File: config.mk
export PLATFORM = sky130hd
export DESIGN_NAME = ws281x_rx
export DESIGN_NICKNAME = d
export VERILOG_FILES = /design/src/rtl/ws281x_pkg.sv /design/src/rtl/prim_flop_2sync.sv /design/src/rtl/ws281x_rx.sv
export SDC_FILE = /design/constraint.sdc
export NUM_CORES = 1
export LEC_CHECK = 0
export ABC_CLOCK_PERIOD_IN_PS = 2200
export CAP_MARGIN = 10
export CORE_MARGIN = 2
export CORE_UTILIZATION = 50
export CTS_BUF_LIST = sky130_fd_sc_hd__clkbuf_16
export DETAILED_ROUTE_END_ITERATION = 8
export PLACE_DENSITY = 0.71
export SKIP_LAST_GASP = 1
export SLEW_MARGIN = 20
export SYNTH_ARGS = -nofsm -noshare
export SYNTH_HDL_FRONTEND = slang
export SYNTH_SLANG_ARGS = --single-unit
File: constraint.sdc
create_clock -name clk_i -period 2.2 [get_ports clk_i]
set_input_delay 0.22 -clock clk_i [delete_from_list [all_inputs] [get_ports clk_i]]
set_output_delay 0.22 -clock clk_i [all_outputs]
set_load 0.02 [all_outputs]
File: src/rtl/ws281x_pkg.sv
`default_nettype none
// ============================================================================
// Module   : ws281x_pkg
// Brief    : Shared WS281x types, timing defaults and ns-to-cycles helper.
// Revision : 1.0 - initial release
// ============================================================================
package ws281x_pkg;

   // Receiver decode state
   typedef enum logic [1:0] {
      SYNC = 2'd0,
      LOW  = 2'd1,
      HIGH = 2'd2
   } ws281x_state_e;

   // Nominal line timing shared by the driver and the receiver
   localparam int unsigned c_t0h_ns   = 400;
   localparam int unsigned c_t1h_ns   = 800;
   localparam int unsigned c_reset_ns = 50_000;

   // Convert a duration in ns to whole clock cycles (truncated); the
   // intermediate is 64 bits so long gaps at high clock rates cannot wrap.
   function automatic int unsigned ns_to_cycles(input int unsigned clk_freq,
                                                input int unsigned ns);
      logic [63:0] v;
      v = ((64'(clk_freq) / 64'd1000) * 64'(ns)) / 64'd1_000_000;
      return v[31:0];
   endfunction

endpackage
`default_nettype wire

File: src/rtl/prim_flop_2sync.sv
`default_nettype none
// ============================================================================
// Module   : prim_flop_2sync
// Brief    : Two-flop synchroniser for signals crossing into clk_i.
// Revision : 1.0 - initial release
// ============================================================================
module prim_flop_2sync #(
   parameter int unsigned      WIDTH       = 1,
   parameter logic [WIDTH-1:0] RESET_VALUE = '0
) (
   input  logic             clk_i,
   input  logic             rst_ni,
   input  logic [WIDTH-1:0] d_i,
   output logic [WIDTH-1:0] q_o
);

   logic [WIDTH-1:0] r_meta;
   logic [WIDTH-1:0] r_sync;

   // Two back-to-back flops let a metastable first stage settle
   always_ff @(posedge clk_i or negedge rst_ni) begin
      if (!rst_ni) begin
         r_meta <= RESET_VALUE;
         r_sync <= RESET_VALUE;
      end else begin
         r_meta <= d_i;
         r_sync <= r_meta;
      end
   end

   assign q_o = r_sync;

endmodule
`default_nettype wire

File: src/rtl/ws281x_rx.sv
`default_nettype none
// ============================================================================
// Module   : ws281x_rx
// Brief    : WS281x NRZ serial receiver; recovers 24-bit words MSB-first,
//            flags the latch gap, decode errors and dropped words.
// Revision : 1.0 - initial release
// ============================================================================
module ws281x_rx
   import ws281x_pkg::*;
#(
   parameter int unsigned ClkFreq        = 25_000_000,
   parameter int unsigned MinHighNs      = 150,
   parameter int unsigned BitThresholdNs = 600,
   parameter int unsigned MaxHighNs      = 5000,
   parameter int unsigned ResetNs        = c_reset_ns
) (
   input  logic        clk_i,
   input  logic        rst_ni,
   input  logic        ws281x_din_i,
   output logic [23:0] data_o,
   output logic        data_valid_o,
   input  logic        data_ack_i,
   output logic        frame_end_o,
   output logic        error_o,
   output logic        overflow_o
);

   localparam int unsigned c_min_cycles   = ns_to_cycles(ClkFreq, MinHighNs);
   localparam int unsigned c_th_cycles    = ns_to_cycles(ClkFreq, BitThresholdNs);
   localparam int unsigned c_max_cycles   = ns_to_cycles(ClkFreq, MaxHighNs);
   localparam int unsigned c_reset_cycles = ns_to_cycles(ClkFreq, ResetNs);
   localparam int unsigned c_cnt_w        = $clog2(c_reset_cycles + 1);

   localparam logic [c_cnt_w-1:0] c_min_q   = c_cnt_w'(c_min_cycles);
   localparam logic [c_cnt_w-1:0] c_th_q    = c_cnt_w'(c_th_cycles);
   localparam logic [c_cnt_w-1:0] c_max_q   = c_cnt_w'(c_max_cycles);
   localparam logic [c_cnt_w-1:0] c_reset_q = c_cnt_w'(c_reset_cycles);
   localparam logic [c_cnt_w-1:0] c_gap_q   = c_cnt_w'(c_reset_cycles - 1);

   logic               w_din_sync;
   logic               r_din_q;
   logic               w_rise;
   logic               w_fall;
   logic [c_cnt_w-1:0] r_cnt;

   ws281x_state_e      r_state;
   ws281x_state_e      w_state_nxt;
   logic               w_shift;
   logic               w_bit_val;
   logic               w_gap;
   logic               w_frame_end;
   logic               w_err;

   logic [22:0]        r_shift;
   logic [4:0]         r_bit_cnt;
   logic               r_word_seen;
   logic [23:0]        r_data;
   logic               r_valid;
   logic               r_frame_end;
   logic               r_error;
   logic               r_overflow;

   prim_flop_2sync #(
      .WIDTH       (1),
      .RESET_VALUE (1'b0)
   ) u_sync (
      .clk_i  (clk_i),
      .rst_ni (rst_ni),
      .d_i    (ws281x_din_i),
      .q_o    (w_din_sync)
   );

   // Delayed copy of the synchronised line for edge detection
   always_ff @(posedge clk_i or negedge rst_ni) begin
      if (!rst_ni) r_din_q <= 1'b0;
      else         r_din_q <= w_din_sync;
   end

   assign w_rise = w_din_sync & ~r_din_q;
   assign w_fall = ~w_din_sync & r_din_q;

   // Level-duration counter: restarts on every edge, saturates at the gap length
   always_ff @(posedge clk_i or negedge rst_ni) begin
      if (!rst_ni)                 r_cnt <= '0;
      else if (w_rise || w_fall)   r_cnt <= '0;
      else if (r_cnt != c_reset_q) r_cnt <= r_cnt + c_cnt_w'(1);
   end

   // FSM state register
   always_ff @(posedge clk_i or negedge rst_ni) begin
      if (!rst_ni) r_state <= SYNC;
      else         r_state <= w_state_nxt;
   end

   // Next state and decode strobes; the gap strobe fires on the cycle the
   // counter is about to reach the gap length, so it fires once per gap
   always_comb begin
      w_state_nxt = r_state;
      w_shift     = 1'b0;
      w_bit_val   = 1'b0;
      w_gap       = 1'b0;
      w_frame_end = 1'b0;
      w_err       = 1'b0;
      case (r_state)
         SYNC: begin
            if (!w_din_sync && (r_cnt == c_reset_q)) w_state_nxt = LOW;
         end
         LOW: begin
            if (w_rise) begin
               w_state_nxt = HIGH;
            end else if (r_cnt == c_gap_q) begin
               w_gap = 1'b1;
               if (r_bit_cnt != 5'd0) w_err       = 1'b1;
               else if (r_word_seen)  w_frame_end = 1'b1;
            end
         end
         HIGH: begin
            if (w_fall) begin
               if (r_cnt < c_min_q) begin
                  w_err       = 1'b1;
                  w_state_nxt = SYNC;
               end else begin
                  w_shift     = 1'b1;
                  w_bit_val   = (r_cnt >= c_th_q);
                  w_state_nxt = LOW;
               end
            end else if (r_cnt >= c_max_q) begin
               w_err       = 1'b1;
               w_state_nxt = SYNC;
            end
         end
         default: w_state_nxt = SYNC;
      endcase
   end

   // Bit assembly, word hand-off, handshake and event pulses
   always_ff @(posedge clk_i or negedge rst_ni) begin
      if (!rst_ni) begin
         r_shift     <= '0;
         r_bit_cnt   <= '0;
         r_word_seen <= 1'b0;
         r_data      <= '0;
         r_valid     <= 1'b0;
         r_frame_end <= 1'b0;
         r_error     <= 1'b0;
         r_overflow  <= 1'b0;
      end else begin
         r_frame_end <= w_frame_end;
         r_error     <= w_err;
         r_overflow  <= 1'b0;
         if (data_ack_i && r_valid) r_valid <= 1'b0;
         if (w_err || w_gap) begin
            r_shift     <= '0;
            r_bit_cnt   <= '0;
            r_word_seen <= 1'b0;
         end else if (w_shift) begin
            if (r_bit_cnt == 5'd23) begin
               r_shift     <= '0;
               r_bit_cnt   <= '0;
               r_word_seen <= 1'b1;
               // An ack in the same cycle frees the holding register
               if (!r_valid || data_ack_i) begin
                  r_data  <= {r_shift, w_bit_val};
                  r_valid <= 1'b1;
               end else begin
                  r_overflow <= 1'b1;
               end
            end else begin
               r_shift   <= {r_shift[21:0], w_bit_val};
               r_bit_cnt <= r_bit_cnt + 5'd1;
            end
         end
      end
   end

   assign data_o       = r_data;
   assign data_valid_o = r_valid;
   assign frame_end_o  = r_frame_end;
   assign error_o      = r_error;
   assign overflow_o   = r_overflow;

endmodule
`default_nettype wire

==> metrics.yaml <==
sta:
  fin_skew_ns: 0.006281
  period_share_pct: 93.90
  finalSetupTns_ns: 0
  min_period_ns: 2.066
  rsz0062_at_grt: "no"
  hold_viol: 0
  worst_pin_slew_ns: 0.5394
  final_max_slew_viol_count: 0
  fin_ws_ns: 0.1342
  fmax_mhz: 484.1
  max_slew_margin_pct: 64.04
  setup_viol_count_final: 0
  whs_ns: 0.3301
yosys:
  synth_edf_count: 0
  ys.flop_type: "dfrtp_1"
  yosys_warnings: 0
  netlist_top_cells_count: "dfrtp_1, nand2_1, a21oi_1, nand3_1, mux2_2"
  netlist_area_um2: 3382
  ys_seq_area_share_pct: 54.01
  yosysMostFrequentCell: "dfrtp_1"
  yosys_register_bits: 73
  yosysTopAreaCell: "dfrtp_1"
  synthCells: 307
  avgSynthCellArea_um2: 11.02
  synthTopCellsByArea: "dfrtp_1, mux2_2, nand2_1"
  synth_top_area_share_pct: 54.01
  async_flop_share_pct: 100.0
  synth_cell_type_count: 48
  syn_nets: 322
finish:
  diodes: 0
  syn_to_final_growth_pct: 22.46
  drive_gt1_share_pct: 19.32
  fillers: 508
  nNetsFinal: 362
clocking:
  cts_buffers: 9
  cts_hold_buffers: 1
  insertion_delay_ns: 0.33
  cts_setup_buffers: 0
  clkSlewWorstSetupHoldPaths_ns: 0.06
  cts_resized: 0
  clockRootBuffer: "clkbuf_16"
  cts.sinks: 73
  cts_buffer_depth: 2
  htreeDepth: 3
  cts_tree: "yes"
global_route:
  grt-ovfl-total: 0
  gr-usage-all-layers_pct: 19.65
  grt_max_degree: 44
  antenna_found_initial: 0
  grt_pass1_vias: 2317
  grt_pass1_wl_um: 11270
outcome:
  status: "completed"
setup_path:
  crit_path_max_fanout: 24
  crit_chain: "inv_1 > ha_1 > nor4bb_1 > nand4_2 > nand4_2 > buf_12 > mux2_2"
  path_class: "flip-flop to flip-flop"
  cp-end-kind: "flip-flop"
  slowest_delay_ns: 0.41
  crit_slowest_cell: "dfrtp_1"
  worst_path_most_repeated_cell: "nand4_2"
  arrival_ns: 2.28
  critPathLaunchType: "flip-flop"
  worst_ep_required_time_ns: 2.41
power_and_ir_drop:
  power_density_nw_per_um2: 709.7
  peakVddDrop_mv: 0.4862
  p_leak_nw: 1.935
worst_hold_path:
  hp-class: "primary input to flip-flop"
detailed_routing:
  met2_wirelength_um: 3082
  first_iter_violations: 184
  routed.top_layer: "met4"
  viasPerCell: 5.527
  ant_nets: 0
  vias: 2371
  wl_met1_um: 3162
  wl_per_cell_um: 15.22
  dr.pass1.iters: 4
  drc: 0
  wl_met3_um: 186
  totalWireLength_um: 6529
floorplan:
  initial_utilization_pct: 52.36
  coreArea_um2: 6459
  die_area_um2: 7438
  ios: 32
  row_count: 29
  die_w_um: 86.25
  die_h_um: 86.25
place:
  portBuffers: 31
  place_hpwl_um: 4267
  gp_congestion: 0.7824
  pre_cts_ws_ns: 0.1391
job:
  cap_violations: 0
-- cell families after synthesis --
| kind of cell | Yosys count | synth area share [%] |
|---|---|---|
| simple gates | 113 | 18.13 |
| fa+ha+maj | 11 | 4.069 |
| buf+inv | 28 | 3.922 |
| flops | 73 | 54.01 |
| compound gates | 46 | 8.731 |
| mux | 25 | 8.287 |
| xor+xnor | 11 | 2.849 |
-- per-stage QoR --
stage	total power [mW]	util (%)	cell area, um2	std cells
after floorplan	1.444	-	3382	307
after global placement	1.497	59.28	3829	412
after detailed placement	1.500	59.28	3829	412
after CTS	2.972	64.12	4141	429
after global routing	3.061	64.12	4141	429
final	2.939	64.12	4141	429
-- final cells by class --
type | count | area (um2) | share of cell area, %
Sequential cell | 73 | 1827 | 44.11
Multi-Input combinational cell | 206 | 1438 | 34.71
Timing Repair Buffer | 47 | 440.4 | 10.63
Clock buffer | 9 | 225.2 | 5.438
Tap cell | 77 | 96.34 | 2.326
Clock inverter | 7 | 77.57 | 1.873
Inverter | 10 | 37.54 | 0.9063
-- path summary, 6_finish.rpt --
kind                                  to  cells past startpoint     startpoint  slack (ns)
setup / recovery              data_o[11]                      7     r_state[1]        0.13
hold reg to reg               u_sync.q_o                      0  u_sync.r_meta        0.35
max in group asynchronous   r_bit_cnt[3]                      3         rst_ni        1.32
min in group asynchronous      data_o[7]                      3         rst_ni        0.44
setup reg to reg              data_o[11]                      7     r_state[1]        0.13
hold / removal             u_sync.r_meta                      1   ws281x_din_i        0.33
-- power breakdown --
part           switching, mW  leakage (nW)  internal (mW)
Sequential            0.0186          1.01           1.35
Clock                  0.576         0.147          0.889
Combinational         0.0601         0.777         0.0412
Total                  0.655          1.93           2.28
-- state kept, by name, indices dropped and copies added, names as in the netlist --
register,count
data_o,24
r_shift,23
r_cnt,11
r_bit_cnt,5
r_state,2
data_valid_o,1
error_o,1
frame_end_o,1
overflow_o,1
r_din_q,1
r_word_seen,1
u_sync.q_o,1
u_sync.r_meta,1
-- worst max-delay path, delay by kind of cell (launching register included) --
family | cells | cell delay, ns
adder cells (fa/ha/maj) | 1 | 0.21
AND/OR/NAND/NOR | 3 | 0.70
multiplexers | 1 | 0.35
buffers and inverters | 2 | 0.28
flip-flops | 1 | 0.41
-- placed cells by master, fill, tap and decap left out, drive strengths merged, types with 6 or more instances in the layout --
cell,netlist,final
nand2,38,38
clkbuf,6,9
ha,11,11
inv,10,13
nand3,29,29
clkdlybuf4s50,0,30
nand4,6,6
nor2,9,9
and2,8,8
a21oi,28,28
xnor2,6,6
buf,12,16
mux2,24,24
dfrtp,73,73
-- metal layers --
layer,track usage [%],vias up
met1,27.45,1185
met4,9.801,0
met3,3.810,7
li1,-,1142
met5,0,-
met2,29.60,37
Power figures use the tool's default switching activity.
==> patch 1, RTL diff (same settings) <==
The 3 states of `ws281x_state_e` get a one-hot encoding in 3 bits.
--- a/src/rtl/ws281x_pkg.sv
+++ b/src/rtl/ws281x_pkg.sv
@@ -7,10 +7,10 @@
 package ws281x_pkg;
 
    // Receiver decode state
-   typedef enum logic [1:0] {
-      SYNC = 2'd0,
-      LOW  = 2'd1,
-      HIGH = 2'd2
+   typedef enum logic [2:0] {
+      SYNC = 3'b001,
+      LOW  = 3'b010,
+      HIGH = 3'b100
    } ws281x_state_e;
 
    // Nominal line timing shared by the driver and the receiver
Formal check against the unedited RTL: same outputs for any inputs over 10 cycles, from zero or initial values and one cycle with rst_ni low; not proved beyond that.
==> patch 1 against the unedited design <==
  * Worst setup slack improved by 0.052 ns
  * Design area fell by 0.88%
  * Wire length decreased by 8.0%
  * Fmax up 2.6%
  * Count of clock-buffer cells in the layout unchanged
  * Total power up 8.8%
  * Synthesized area shrank 2.7%
  * Sequential cell count grew 1
  * Sequential share of layout area increased by 1.0 points
==> patch 1: results (changes against the unedited design) <==
- Relative slew slack: 50.5% (was 64.0%)
- Critical-path top delay cell: nor3_2 (was dfrtp_1)
- Sequential cell area: 0.00185 mm2 (was 0.00183 mm2)
- Sequential cell area fraction in the yosys report: 56.3% (was 54.0%)
- Number of distinct library cells after synthesis: 52 (was 48)
- Area of the multi-input gates: 0.00131 mm2 (was 0.00144 mm2)
- Routability-driven placement congestion ratio: 0.847 (was 0.782)
- Leak Pwr: 0.00195 uW (was 0.00193 uW)
- Fraction of final layout cells with drive strength greater than 1: 17.1% (was 19.3%)
- Share of total power in sequential cells: 43.3% (was 46.7%)
- Clock power share: 51.6% (was 49.8%)
- DP HPWL: 3.98 mm (was 4.27 mm)
- Initial antenna violation count: 0 (unchanged)
- Number of warnings reported in the yosys synthesis log: 0 (unchanged)
- Final clock-cell share: 8.29% (was 7.31%)
- Synth async-reset ratio: 100% (unchanged)
- Total wire length: 6.00 mm (was 6.53 mm)
- Maximum buffer depth of the clock tree: 2 (unchanged)
- Min-delay worst type: in -> reg (unchanged)
- Number of H-tree branching levels: 3 (unchanged)
- Skew final: 0.00732 ns (was 0.00628 ns)
- DR pass1 iterations: 4 (unchanged)
- Count of inverters other than clock inverters in the layout: 9 (was 10)
- Via count of the first global-routing pass: 2098 (was 2317)
- Multi-input gates: 158 (was 206)
- CP arrival: 2.27 ns
- Fill cell instance count of the final layout: 476 (was 508)
- Clock Latency Late Sink: 0.33 ns (about the same)
- Non-CTS buffers: 48 (was 47)
- Clock-pin slew on the worst setup and hold paths: 0.05 ns
- Post-layout net count: 311 (was 362)
- Flip-flop count of the largest register, all copies and words added: 24 (unchanged)
- Leading post-synthesis cells by instance count: dfrtp_1 (73), a22o_1 (23), mux2_1 (14) (was dfrtp_1 (73), nand2_1 (38), a21oi_1 (28), nand3_1 (28), mux2_2 (24))
- Number of buffers inserted to repair setup after CTS: 0 (unchanged)
- Cells taking the most area after synthesis: dfrtp_1 (55%), a22o_1 (6.1%), mux2_1 (4.8%), mux2_2 (3.4%), ha_1 (2.7%) (was dfrtp_1 (54%), mux2_2 (8.0%), nand2_1 (4.2%), a21oi_1 (4.1%), nand3_1 (4.1%))
- Iter 0 DRT Violations: 122 (was 184)
- Worst path max stage delay: 0.58 ns (was 0.41 ns)
- Total GRT Usage: 18.3% (was 19.7%)
- Synthesized netlist net count: 265 (was 322)
- Pin count of the biggest net entering global routing: 75 (was 44)
- Via Count: 2167 (was 2371)
- Largest fanout of any net on the critical path: 13 (was 24)
- Power dissipated by switching net loads: 653 uW (was 655 uW)
- Worst IR drop on VDD: 0.634 mV (was 0.486 mV)
- Area share of buffers outside the clock network: 11.6% (was 10.6%)
- Clock Tree Root: clkbuf_16 (unchanged)
- Family with the most delay on the worst path: simple AND/OR/NAND/NOR gates (unchanged)
- Clock Sink Count: 74 (was 73)
- N_diodes: 0 (unchanged)
- Number of gates given a new drive strength after cts: 0 (unchanged)
- Outcome: finished, final reports clean (unchanged)
- Wire length of the first global-routing pass: 10.4 mm (was 11.3 mm)
patch 1: final timing paths:
check,start,end,slack [ns],depth (start not counted)
max,u_sync.q_o,r_shift[4],0.19,6
min,ws281x_din_i,u_sync.r_meta,0.34,1
max reg2reg,u_sync.q_o,r_shift[4],0.19,6
min reg2reg,u_sync.r_meta,u_sync.q_o,0.35,0
max in group asynchronous,rst_ni,r_state[0],1.40,3
min in group asynchronous,rst_ni,r_cnt[2],0.44,3
patch 1: kinds of logic (layout without fill, tap and decap cells):
| kind of cell | count (synthesis) | after routing | share of synthesized area, % |
|---|---|---|---|
| DFF | 74 | 74 | 56.3 |
| and+or+nand+nor | 67 | 67 | 13.6 |
| AOI/OAI and AO/OA | 50 | 50 | 12.4 |
| muxes | 26 | 26 | 8.82 |
| buffers and inverters | 22 | 72 | 4.03 |
| xor gates and xnor gates | 8 | 8 | 2.13 |
| adders and majority gates | 7 | 7 | 2.66 |
patch 1: what timing repair did:
action | 4_1_cts | 5_1_grt
endpoints found under the setup margin | 0 | 0
endpoints found under the hold margin | 73 | 0
hold buffers | 1 | 0
patch 1: routing by layer:
metal | vias up | global-route usage, % | share of wire (%)
met2 | 45 | 26.2 | 44
met5 | - | 0 | 0
li1 | 1027 | - | -
met4 | 0 | 8.23 | 1.2
met3 | 7 | 3.70 | 3.2
met1 | 1088 | 27.1 | 52
patch 1: through the flow:
step	hold slack [ns]	instances	instance area [um2]	power, uW	setup WS (ns)
finish	0.335	381	4110	3200	0.186
floorplan	-0.0756	254	3290	1500	0.345
global placement	0.264	365	3750	1570	0.292
CTS	0.326	381	4110	3230	0.186
detailed placement	0.265	365	3750	1570	0.199
global route	0.329	381	4110	3310	0.0307
==> patch 2, RTL diff (same settings) <==
Made on the original files. The package constant `c_reset_ns` goes from 50_000 to 200_000.
--- a/src/rtl/ws281x_pkg.sv
+++ b/src/rtl/ws281x_pkg.sv
@@ -16,7 +16,7 @@
    // Nominal line timing shared by the driver and the receiver
    localparam int unsigned c_t0h_ns   = 400;
    localparam int unsigned c_t1h_ns   = 800;
-   localparam int unsigned c_reset_ns = 50_000;
+   localparam int unsigned c_reset_ns = 200_000;
 
    // Convert a duration in ns to whole clock cycles (truncated); the
    // intermediate is 64 bits so long gaps at high clock rates cannot wrap.
Behaviour: same outputs for any inputs over 10 cycles, from zero or initial values and one cycle with rst_ni low; that may be too few to reach the edited logic, so the function may still have changed.
==> patch 2 against the unedited design <==
  * Die area increased by 0.10%
  * Wire length increased by 0.47%
  * Total power up 5.2%
  * Via count decreased by 4.5%
  * Critical path depth down 2
  * Synthesized area is 0.11% higher
  * First-iteration DRC count down 59%
  * Worst setup slack worse by 0.13 ns
  * Clock skew barely moved
  * Clock power up 7%
  * Design area up 6.5%
  * Critical path type unchanged
  * Sequential cell count up 2
  * Synthesized cell count is 13% lower
==> patch 2: results (changes against the unedited design) <==
- Post-layout net count: 339 (was 362)
- Pin count of the biggest net entering global routing: 40 (was 44)
- Achievable clock frequency: 456 MHz (was 484 MHz)
- Iter 0 DRT Violations: 76 (was 184)
- Worst IR drop on VDD: 0.332 mV (was 0.486 mV)
- Routed length per placed instance: 16.2 um (was 15.2 um)
- Fill cell instance count of the final layout: 471 (was 508)
- Leading post-synthesis cells by instance count: dfrtp_1 (75), a22o_1 (24), mux2_1 (20) (was dfrtp_1 (73), nand2_1 (38), a21oi_1 (28), nand3_1 (28), mux2_2 (24))
- Worst R2R Setup Slack: 0.008 ns (was 0.13 ns)
- Transition time of the tightest slew-check pin: 0.547 ns (was 0.539 ns)
- Crit Reg-Reg Endpoint: r_bit_cnt[3] (was data_o[11])
- DP HPWL: 4.21 mm (was 4.27 mm)
- Leak Pwr: 0.00214 uW (was 0.00193 uW)
- Via count of the first global-routing pass: 2226 (was 2317)
- Cells taking the most area after synthesis: dfrtp_1 (55%), mux2_1 (6.7%), a22o_1 (6.2%), ha_1 (4.1%), xnor2_1 (2.8%) (was dfrtp_1 (54%), mux2_2 (8.0%), nand2_1 (4.2%), a21oi_1 (4.1%), nand3_1 (4.1%))
- Final hold slack: 0.333 ns (was 0.330 ns)
- Routed via count divided by cell count: 5.58 (was 5.53)
- Per-instance average area after synthesis: 12.7 um2 (was 11.0 um2)
- Wire length of the first global-routing pass: 10.5 mm (was 11.3 mm)
- Outcome: finished, final reports clean (unchanged)
- Number of distinct library cells after synthesis: 46 (was 48)
- Beginning of the worst register-to-register path: r_cnt[11] (was r_state[1])
- Critical-path top delay cell: or4_4 (was dfrtp_1)
- Fraction of final layout cells with drive strength greater than 1: 20.7% (was 19.3%)
- Synthesized netlist net count: 281 (was 322)
- Worst path max stage delay: 0.59 ns (was 0.41 ns)
- Routability-driven placement congestion ratio: 0.810 (was 0.782)
- Minimum setup slack after placement: -0.00243 ns (was 0.139 ns)
- Total GRT Usage: 18.4% (was 19.7%)
[patch 2: cells by family after synthesis]
kind of cell	Yosys count	synth area share, %
AND/OR/NAND/NOR	78	14.6
flip-flops	75	55.4
AO/OA/AOI/OAI	37	9.09
multiplexers	29	9.79
buffers and inverters	24	3.92
XOR/XNOR	12	3.10
adder cells (fa/ha/maj)	11	4.06
[patch 2: layer usage]
metal  vias up  share of wire [%]  GRT usage (%)
li1       1080                  -              -
met1      1145                 47           24.0
met2        35                 49           29.4
met3         5                2.6           6.10
met4         0                1.1           6.25
met5         -                  0              0
[patch 2: final cells by class]
class / instances / share of cell area [%]
clock inverter: 7 / 2.13
sequential: 75 / 42.6
clock buffer: 9 / 5.10
timing repair buffer: 59 / 14.5
tap: 77 / 2.18
inverter: 12 / 1.02
multi-input combinational: 167 / 32.5
[patch 2: timing repair]
action                                 CTS  global route
resized for setup                        1            12
setup buffers                            1             3
pin swaps                                1             2
hold buffers                             1             0
cloned                                   0             3
endpoints found under the hold margin   36             0
setup endpoints to repair                7            26
[patch 2: stage by stage]
stage / util (%) / TNS, ns
global route: 68.3 / -1.22
floorplan: - / 0
global placement: 60.8 / 0
detailed placement: 60.8 / -0.00330
finish: 68.3 / 0
CTS: 66.1 / 0
[patch 2: power by group]
group	switching, uW	internal [uW]
registers	12.4	1390
clock network	567	990
logic	78.3	54.4
total	658	2440
[patch 2: worst max-delay path by stage]
stage / from / end
4_1_cts: r_cnt[12] / data_o[2]
6_report: r_cnt[11] / r_bit_cnt[3]
5_1_grt: r_cnt[9] / data_o[12]
3_5_place_dp: r_cnt[11] / data_o[15]
3_3_place_gp: r_cnt[11] / data_o[0]
2_1_floorplan: r_cnt[6] / data_o[10]
